===== src/rtl/acc_cmd_arbiter.sv =====
// Round-robin arbiter that time-shares the serial control line of a 4-bit accumulator.
// Each 3-cycle frame carries one 2-bit command (bit0, bit1, execute) and a shadow ACC tracks the result.
module acc_cmd_arbiter #(
    parameter int NREQ = 4,
    parameter int IDW  = 2
) (
    input  logic              CLK,
    input  logic              RST,
    input  logic              en,
    input  logic [NREQ-1:0]   req,
    input  logic [2*NREQ-1:0] cmd,
    output logic [NREQ-1:0]   gnt,
    output logic [IDW-1:0]    grant_id,
    output logic              busy,
    output logic              control,
    output logic [1:0]        slot,
    output logic [3:0]        acc_shadow,
    output logic              zero_shadow
);

    typedef enum logic [1:0] {
        SLOT_BIT0 = 2'd0,
        SLOT_BIT1 = 2'd1,
        SLOT_EXEC = 2'd2
    } slot_e;

    slot_e             r_slot;
    slot_e             w_slot_nxt;
    logic [IDW-1:0]    r_ptr;
    logic [IDW-1:0]    r_grant_id;
    logic [NREQ-1:0]   r_gnt;
    logic              r_busy;
    logic              r_ctrl;
    logic [1:0]        r_cmd;
    logic [3:0]        r_acc;

    logic [2*NREQ-1:0] w_req_rot;
    logic              w_found;
    logic [IDW-1:0]    w_winner;
    logic [IDW-1:0]    w_ptr_nxt;
    logic [1:0]        w_win_cmd;
    logic [NREQ-1:0]   w_win_onehot;

    // Frame phase counter; it free-runs so it stays phase-locked with the accumulator.
    always_comb begin
        w_slot_nxt = SLOT_BIT0;
        case (r_slot)
            SLOT_BIT0: w_slot_nxt = SLOT_BIT1;
            SLOT_BIT1: w_slot_nxt = SLOT_EXEC;
            default:   w_slot_nxt = SLOT_BIT0;
        endcase
    end

    always_ff @(posedge CLK or negedge RST) begin
        if (!RST) r_slot <= SLOT_BIT0;
        else      r_slot <= w_slot_nxt;
    end

    // Rotate the request vector so bit 0 is the pointer position; the first set bit wins.
    assign w_req_rot = {req, req} >> r_ptr;

    always_comb begin
        int v_sum;
        w_found  = 1'b0;
        w_winner = '0;
        v_sum    = 0;
        for (int k = 0; k < NREQ; k++) begin
            if (!w_found && w_req_rot[k]) begin
                w_found = 1'b1;
                v_sum   = int'(r_ptr) + k;
                if (v_sum >= NREQ) v_sum = v_sum - NREQ;
                w_winner = IDW'(v_sum);
            end
        end
    end

    always_comb begin
        w_win_cmd    = 2'b00;
        w_win_onehot = '0;
        for (int k = 0; k < NREQ; k++) begin
            if (w_winner == IDW'(k)) begin
                w_win_cmd       = cmd[2*k +: 2];
                w_win_onehot[k] = 1'b1;
            end
        end
    end

    assign w_ptr_nxt = (w_winner == IDW'(NREQ - 1)) ? '0 : w_winner + IDW'(1);

    // Handshake: req[i] is a level held until gnt[i] pulses for one cycle at the start of a frame;
    // cmd is captured only on that grant edge, so req/cmd may change freely at any other time.
    always_ff @(posedge CLK or negedge RST) begin
        if (!RST) begin
            r_ctrl     <= 1'b0;
            r_gnt      <= '0;
            r_grant_id <= '0;
            r_busy     <= 1'b0;
            r_cmd      <= 2'b00;
            r_ptr      <= '0;
            r_acc      <= 4'd0;
        end else begin
            case (r_slot)
                SLOT_BIT0: begin
                    r_ctrl <= r_cmd[1];
                    r_gnt  <= '0;
                end
                SLOT_BIT1: begin
                    r_ctrl <= 1'b0;
                end
                default: begin
                    // Retire the finishing frame's command into the shadow, then arbitrate the next one.
                    if (r_cmd == 2'b01)      r_acc <= r_acc + 4'd1;
                    else if (r_cmd == 2'b11) r_acc <= 4'd8;
                    if (en && w_found) begin
                        r_gnt      <= w_win_onehot;
                        r_grant_id <= w_winner;
                        r_busy     <= 1'b1;
                        r_cmd      <= w_win_cmd;
                        r_ctrl     <= w_win_cmd[0];
                        r_ptr      <= w_ptr_nxt;
                    end else begin
                        r_gnt  <= '0;
                        r_busy <= 1'b0;
                        r_cmd  <= 2'b00;
                        r_ctrl <= 1'b0;
                    end
                end
            endcase
        end
    end

    assign gnt         = r_gnt;
    assign grant_id    = r_grant_id;
    assign busy        = r_busy;
    assign control     = r_ctrl;
    assign slot        = r_slot;
    assign acc_shadow  = r_acc;
    assign zero_shadow = (r_acc == 4'd0);

endmodule

===== config.mk =====
export PLATFORM = sky130hd
export DESIGN_NAME = acc_cmd_arbiter
export DESIGN_NICKNAME = d
export VERILOG_FILES = /design/src/rtl/acc_cmd_arbiter.sv
export SDC_FILE = /design/constraint.sdc
export NUM_CORES = 1
export LEC_CHECK = 0
export CELL_PAD_IN_SITES_DETAIL_PLACEMENT = 1
export CELL_PAD_IN_SITES_GLOBAL_PLACEMENT = 2
export CORE_MARGIN = 2
export CORE_UTILIZATION = 30
export DETAILED_ROUTE_END_ITERATION = 10
export PLACE_DENSITY = 0.91
export REMOVE_ABC_BUFFERS = 1
export SYNTH_ARGS = -nofsm -noshare
export SYNTH_HDL_FRONTEND = slang
export SYNTH_SLANG_ARGS = --single-unit
export TNS_END_PERCENT = 1

===== constraint.sdc =====
create_clock -name CLK -period 4.05 [get_ports CLK]
set_clock_uncertainty 0.1 [all_clocks]
set_input_delay 0.6075 -clock CLK [delete_from_list [all_inputs] [get_ports CLK]]
set_output_delay 0.6075 -clock CLK [all_outputs]
set_load 0.005 [all_outputs]

==> impl_metrics.tcl, run 1 <==
set metrics [dict create \
    synth_ff_type "dfrtp_1" \
    wl_um 2440 \
    htreeDepth 1 \
    die_area_um2 3830 \
    power_leakage_uw 0.000571 \
    relSlewSlack_pct 43.8 \
    cts_tree "yes" \
    async_reset_ff_share_pct 100 \
    clock.fmax_mhz 357 \
    layout_common_cells "clkdlybuf4s50_1 (29), dfrtp_1 (18), nand2_1 (7), o21ai_0 (6), ha_1 (6)" \
    drv_slew 0 \
    vias 847 \
    die_h_um 61.9 \
    grt_overflow 0 \
    drt-initial-drc-count 18 \
    numCtsBuffers 3 \
    drt_first_pass_iters 3 \
    cts-resized-gates 0 \
    period_needed_ps 2800 \
    grt_pass1_wl_um 4000 \
    dp_hpwl_um 2020 \
    ir_drop_v 0.000117 \
    syn_inst 93 \
    powerDensity_nw_per_um2 444 \
    route.detailed.drc 0 \
    synth.distinct_cells 40 \
    cts_root_buffer "clkbuf_4" \
    fin_tns_setup_ps 0 \
    syn-mean-instance-area_um2 10.8 \
    final_common_cell "clkdlybuf4s50_1" \
    start_kind "input port" \
    cp_cell_sequence "clkdlybuf4s50_1 > nand2_1 > a311oi_1 > nor2_1 > ha_1 > and2b_4 > or4_4 > o2bb2ai_2" \
    worstSkewPairLatency_ps 290 \
    num_rows 21 \
    grt_max_degree 19 \
    netlist_area_um2 1010 \
    holdWs_ps 369 \
    instances_no_fill 171 \
    wl_per_cell_um 14.3 \
    hold_viol_final 0 \
    clockBufferDepth 2 \
    setup_viol 0 \
    antenna_left 0 \
    critical_path.endpoint_type "flop" \
    place_area_um2 1340 \
    p_total_uw 612 \
    crit_family "simple AND/OR/NAND/NOR gates" \
    synth_seq_cells 18 \
    portBuffers 29 \
    fill_cells 398 \
    seq_area_frac_synth_pct 44.8 \
    status "completed" \
    viasPerCell 4.95 \
    reg2regPathDepth 7 \
    min_path_cells 1 \
    path_buf_inv 1 \
    cp_slowest_stage_delay_ps 550 \
    antenna_found_initial 0 \
    cpMaxStageDelayCell "clkdlybuf4s50_1" \
    die_w_um 61.9 \
    clk_pin_slew_ps 110 \
    cp.depth 8 \
    dp.cells 167 \
    synth_edf_count 0 \
    worst-setup-path-type "input port to flop" \
    maxCapViolations 0 \
    core-area_um2 3280 \
    gr-usage-all-layers_pct 14.3 \
    tightestPinTransition_ps 840 \
    gp_congestion 0.812 \
    hold_buffers 0 \
    crit_required_ps 4180 \
    cts_setup_buffers 0 \
    drive_gt1_share_pct 12.0 \
    ioPinCount 30 \
    critPathMaxFanout 7 \
    diodes 0 \
    clock-sinks 18 \
    start_util_pct 30.6 \
    stdcell_area_um2 1380 \
    finalNetCount 147 \
    period_share_pct 69.2 \
    ys_warn_count 0 \
    grt_pass1_vias 883 \
    area_delta_synth_final_pct 37.1 \
    critPathArrivalTime_ps 2930 \
    rsz0062_at_grt "false" \
    hp-class "flop to flop" \
]
==> synthesized netlist by cell type, types with 2 or more instances <==
master	number	share of area [%]
nand2_1	7	2.6
a21oi_1	3	1.5
dfrtp_1	18	45
ha_1	6	7.5
nor3b_1	3	2.2
o31ai_1	2	1.5
a22o_1	4	3.5
inv_1	5	1.9
nor3_1	2	1.0
nand3_1	2	1.0
nand2b_1	2	1.2
nor2b_1	3	1.9
o21ai_0	6	3.0
nor2_1	4	1.5
==> cells by family after synthesis <==
family,share of synthesized area (%)
buffers and inverters,2.99
adders and majority gates,7.46
muxes,3.61
and+or+nand+nor,20.5
AOI/OAI and AO/OA,20.6
DFF,44.8
==> sequential cells by signal (all words and copies together) (netlist names) <==
signal and cells:
r_ptr 2, gnt 4, control 1, slot 2
busy 1, r_cmd 2, acc_shadow 4, grant_id 2
==> final cells by class <==
cell class	count	area, µm²	share of cell area [%]
tap	46	57.6	4.17
multi-input combinational	69	526	38.1
inverter	5	18.8	1.36
timing repair buffer	29	290	21.1
sequential	18	450	32.7
clock buffer	4	36.3	2.63
==> per-layer routing <==
metal | vias up | global-route usage [%] | share of wire (%)
met2 | 21 | 26.5 | 51
li1 | 410 | - | -
met3 | 4 | 3.11 | 3.6
met5 | - | 0 | 0
met1 | 412 | 16.6 | 43
met4 | 0 | 3.95 | 1.5
==> report_power, final <==
part           total [µW]  switching, µW  internal, µW
Sequential            264           46.5           218
Combinational         239            102           138
Clock                 109           53.9          54.7
Total                 612            202           410
==> path summary, 6_finish.rpt <==
path | start | to | slack (ps)
setup / recovery | req[0] | r_cmd[0] | 1250
hold / removal | slot[0] | slot[0] | 370
setup reg to reg | r_ptr[1] | r_cmd[0] | 1680
hold reg to reg | slot[0] | slot[0] | 370
max in group asynchronous | RST | acc_shadow[1] | 2640
min in group asynchronous | RST | slot[0] | 690
==> stage by stage <==
stage	util, %	setup WS [ps]
3_3_place_gp	40.9	1050
4_1_cts	42.0	1240
6_report	42.0	1250
3_5_place_dp	40.9	942
5_1_grt	42.0	1070
2_1_floorplan	-	1680
Note: power is estimated with default switching activity, not from simulation.
==> inputs of run 2 (changes only) <==
--- a/config.mk
+++ b/config.mk
@@ -8,9 +8,9 @@
 export CELL_PAD_IN_SITES_DETAIL_PLACEMENT = 1
 export CELL_PAD_IN_SITES_GLOBAL_PLACEMENT = 2
 export CORE_MARGIN = 2
-export CORE_UTILIZATION = 30
+export CORE_UTILIZATION = 28
 export DETAILED_ROUTE_END_ITERATION = 10
-export PLACE_DENSITY = 0.91
+export PLACE_DENSITY = 0.86
 export REMOVE_ABC_BUFFERS = 1
 export SYNTH_ARGS = -nofsm -noshare
 export SYNTH_HDL_FRONTEND = slang
==> constraint.sdc (replaced) <==
create_clock -name CLK -period 2.8 [get_ports CLK]
set_clock_uncertainty 0.1 [all_clocks]
set_input_delay 0.42 -clock CLK [delete_from_list [all_inputs] [get_ports CLK]]
set_output_delay 0.42 -clock CLK [all_outputs]
set_load 0.005 [all_outputs]
==> run 2 against run 1 <==
Effect of this change: global-route usage shrank 0.60 points; register-to-register slack worse by 1300 ps; combinational power increased by 58%; via count up 3.0%; clock power up 18%; first-iteration DRC count is 50% higher; sequential cell count unchanged; routed wire length rose by 2.9%; non-clock buffer count increased by 5; largest power group unchanged.
==> impl_metrics.tcl, run 2 (same netlist as run 1, synthesis figures left out) <==
set metrics [dict create \
    start_util_pct 29.7 \
    drt_first_pass_iters 2 \
    vias 872 \
    core-area_um2 3390 \
    die_w_um 63.9 \
    critPathMaxFanout 6 \
    ir_drop_v 0.000268 \
    grt_pass1_vias 942 \
    area_delta_synth_final_pct 39.4 \
    worstSkewPairLatency_ps 290 \
    start_kind "input port" \
    cts-resized-gates 0 \
    r2r-end "r_cmd[0]" \
    status "completed" \
    p_total_uw 891 \
    antenna_left 0 \
    viasPerCell 4.98 \
    power_leakage_uw 0.000589 \
    wl_per_cell_um 14.3 \
    wl_met3_um 127 \
    cp_slowest_stage_delay_ps 560 \
    switching_share_pct 33.9 \
    p_sw_uw 302 \
    diodes 0 \
    num_rows 21 \
    dp_hpwl_um 2020 \
    finalNetCount 152 \
    seq_power_share_pct 43.2 \
    tightestPinTransition_ps 835 \
    dp.cells 172 \
    grt_max_degree 19 \
    route.detailed.drc 0 \
    critical_path.endpoint_type "flop" \
    hold_path_end "slot[0]" \
    drv_slew 0 \
    instances_no_fill 175 \
    final_common_cell "clkdlybuf4s50_1" \
    hold_buffers 0 \
    clock.fmax_mhz 390 \
    drive_gt1_share_pct 14.7 \
    reg2regPathDepth 7 \
    wl_met2_um 1260 \
    antenna_found_initial 0 \
    fill_cells 379 \
    min_path_cells 1 \
    r2r-start "r_ptr[1]" \
    relSlewSlack_pct 44.1 \
    grt_overflow 0 \
    clock-sinks 18 \
    drt-initial-drc-count 27 \
    cpMaxStageDelayCell "clkdlybuf4s50_1" \
    hp-class "flop to flop" \
    cts_root_buffer "clkbuf_4" \
    numCtsBuffers 3 \
    cp_cell_sequence "clkdlybuf4s50_1 > nand2_1 > a311oi_1 > nor2_1 > ha_1 > buf_4 > a211oi_1 > o21ai_0 > a32o_1" \
    path_buf_inv 2 \
    period_share_pct 91.6 \
    gr-usage-all-layers_pct 13.7 \
    crit_family "compound AO/OA/AOI/OAI gates" \
    pwr-share-clk_pct 14.5 \
    m1WireLength_um 1090 \
    maxCapViolations 0 \
    critPathArrivalTime_ps 2660 \
    hold_viol_final 0 \
    crit_required_ps 2890 \
    cts_tree "yes" \
    layout_common_cells "clkdlybuf4s50_1 (29), dfrtp_1 (18), nand2_1 (7), o21ai_0 (6), ha_1 (6)" \
    setup_viol 0 \
    routed.top_layer "met4" \
    ioPinCount 30 \
    period_needed_ps 2570 \
    rsz0062_at_grt "false" \
    p_comb_share_pct 42.3 \
    htreeDepth 1 \
    cts_setup_buffers 0 \
    r2r_slack_ps 410 \
    gp_congestion 0.837 \
    powerDensity_nw_per_um2 635 \
    portBuffers 29 \
    grt_pass1_wl_um 4350 \
    power.internal_uw 589 \
    die_area_um2 4090 \
    die_h_um 63.9 \
    holdWs_ps 390 \
    clockBufferDepth 2 \
    wl_um 2510 \
    worst-setup-path-type "input port to flop" \
    clk_pin_slew_ps 100 \
    hp-start "slot[0]" \
]
## run 2: cell types whose count changed in the layout (fill, tap and decap cells not counted)
| cell | delta |
|---|---|
| buf_4 | +5 |
| clkbuf_8 | -1 |
## run 2: metrics by stage
stage | utilization [%] | TNS [ps] | setup WS, ps | instance area, µm²
6_report | 41.4 | 0 | 235 | 1400
5_1_grt | 41.4 | 0 | 140 | 1400
4_1_cts | 41.4 | 0 | 246 | 1400
3_5_place_dp | 40.7 | -163 | -82.5 | 1380
3_3_place_gp | 40.7 | 0 | 14.2 | 1380
2_1_floorplan | - | 0 | 612 | 995
## run 2: layer usage
layer | vias to the layer above | GRT usage [%]
met5 | - | 0
met4 | 0 | 6.52
met3 | 4 | 3.35
met2 | 23 | 23.7
met1 | 427 | 15.8
li1 | 418 | -
## run 2: cell type report
type	instances	area (µm²)	area share [%]
Multi-Input combinational cell	69	526	37.5
Sequential cell	18	450	32.1
Timing Repair Buffer	34	328	23.4
Tap cell	46	57.6	4.10
Clock buffer	3	22.5	1.61
Inverter	5	18.8	1.34
## run 2: power groups by stage
stage          logic [µW]  registers (µW)  clock network, µW
2_1_floorplan         202             377                  0
3_3_place_gp          368             386                  0
3_5_place_dp          383             391                  0
4_1_cts               385             386                137
5_1_grt               422             397                148
6_report              377             385                129
## run 2: worst reg2reg max path, cell delays in order (launching register included)
cell and delay, ps:
dfrtp_1 460, mux2i_1 270, nor2_1 80, or3_1 410, ha_1 270, nor3b_1 160, or4_4 430, o2bb2ai_2 150
## run 2: how the worst max path moves through the flow
stage / end / startpoint / cells after the start / slack [ps]
2_1_floorplan: r_cmd[0] / r_ptr[1] / 7 / 610
3_3_place_gp: r_cmd[0] / req[0] / 9 / 10
3_5_place_dp: r_cmd[1] / req[0] / 9 / -80
4_1_cts: r_cmd[1] / req[1] / 9 / 250
5_1_grt: r_cmd[0] / req[0] / 9 / 140
6_report: r_cmd[1] / req[0] / 9 / 230
==> RTL edit (config.mk and constraints of run 2) <==
Set the parameter `NREQ` to 8 (it was 4).
--- a/src/rtl/acc_cmd_arbiter.sv
+++ b/src/rtl/acc_cmd_arbiter.sv
@@ -1,7 +1,7 @@
 // Round-robin arbiter that time-shares the serial control line of a 4-bit accumulator.
 // Each 3-cycle frame carries one 2-bit command (bit0, bit1, execute) and a shadow ACC tracks the result.
 module acc_cmd_arbiter #(
-    parameter int NREQ = 4,
+    parameter int NREQ = 8,
     parameter int IDW  = 2
 ) (
     input  logic              CLK,
Interface: changed (resized cmd, gnt and req); port bits go from 30 to 46. The function was not compared with the original's and may differ.
==> RTL edit against run 2 <==
- the run now ends with setup timing left
- sequential share of layout area is 13 points lower
- sequential cell count unchanged
- design area up 65%
- register-to-register slack got worse by 0.65 ns
- setup slack got worse by 0.47 ns
- power rose to 2.7 times the old value
- wire length rose by 83%
- synthesized area up 39%
- critical path type is now reg -> reg
- highest routed layer unchanged
==> RTL edit: results (changes against run 2) <==
- Setup violations, final: 5 (+5)
- Clock root buffer: clkbuf_8
- First-pass GRT wire length: 7.203 mm (+66%)
- Clock buffers: 4 (+1)
- Pleak: 1.003 nW (+70%)
- Nets: 255 (+68%)
- Reg2Reg Depth: 13 (+6)
- CP max-delay cell: mux4_2
- Buffering overhead: 30.32% (+7.0 points)
- Sequential cell area share: 19.51% (-13 points)
- Worst-path fanout max: 8 (+2)
- Layout cells sized above 1: 38.91% (+24 points)
- GRT met2 Usage: 33.73% (+10 points)
- DP Cell Count: 275 (+60%)
- Iteration-0 DRC Markers: 58 (+110%)
- Inverters excl. clock: 9 (+4)
- WL met1: 1.759 mm (+61%)
- Layout fillers: 554 (+46%)
- Crit-path max cell delay: 0.58 ns (+0.02 ns)
- DR vias: 1442 (+65%)
- Post_cts resized: 32 (+32)
- Clock-cell share: 2.378% (+0.77 points)
- Multi-input logic cell count: 110 (+59%)
- FF-to-FF End: control
- Status: finished, violations left
- Clock transition at the registers of the reported paths: 0.07 ns (-0.03 ns)
- Crit path from: r_ptr[0]
- Synth-to-layout area growth: 65.03%
- Setup TNS: -0.9033 ns (-0.9033 ns)
- Final setup margin: -0.2402 ns (-0.4749 ns)
- Dpl ws: -0.7508 ns (-0.6683 ns)
- Mux cell area share after synthesis: 17.13% (+14 points)
- Maximum vdd drop: 0.4610 mV (+72%)
- Failing checks: setup timing
- Adder-Cell Fraction of Synth Area: 5.352% (-2.1 points)
- Arrival time worst endpoint: 3.12 ns (+0.46 ns)
- Sequential share of the synthesized area: 32.11% (-13 points)
- Worst skew pair latency: 0.26 ns (-0.03 ns)
- Yosys cell types: 43 (+7.5%)
- Hold Slack: 0.3915 ns (+0.001327 ns)
- Post-synthesis compound-gate area fraction: 19.89% (-0.75 points)
- Met3 Use GR: 2.276% (-1.1 points)
- Post-synthesis xor/xnor area fraction: 0.6244% (+0.62 points)
- Vias in the first global route: 1529 (+62%)
- Signal buffers: 80 (+140%)
- Dpl cell area: 2036 sq um (+48%)
- Port buffer count: 37 (+28%)
- Worst Tran Pin Value: 0.8494 ns (+0.01413 ns)
- Cells after synthesis: 148 (+59%)
## RTL edit: changes by cell type after synthesis, moves of 3 or more
cell / run 2 / this run
nand2b_1: 2 / 5
inv_1: 5 / 9
o21ai_0: 6 / 9
mux2i_1: 1 / 6
nand2_1: 7 / 10
a21oi_1: 3 / 16
mux4_2: 0 / 4
nor2_1: 4 / 7
buf_4: 0 / 5
## RTL edit: worst max-delay path, delay by kind of cell, from the launching register on
family | cells | cell delay [ns]
buffers and inverters | 1 | 0.09
muxes | 1 | 0.58
AOI/OAI and AO/OA | 7 | 0.99
and+or+nand+nor | 3 | 0.51
adders and majority gates | 1 | 0.18
DFF | 1 | 0.50
## RTL edit: power breakdown
part / switching, mW / leakage [nW] / internal (mW)
Clock: 0.0936 / 0.0288 / 0.125
Combinational: 0.789 / 0.750 / 0.990
Sequential: 0.0775 / 0.224 / 0.315
Total: 0.961 / 1.00 / 1.43
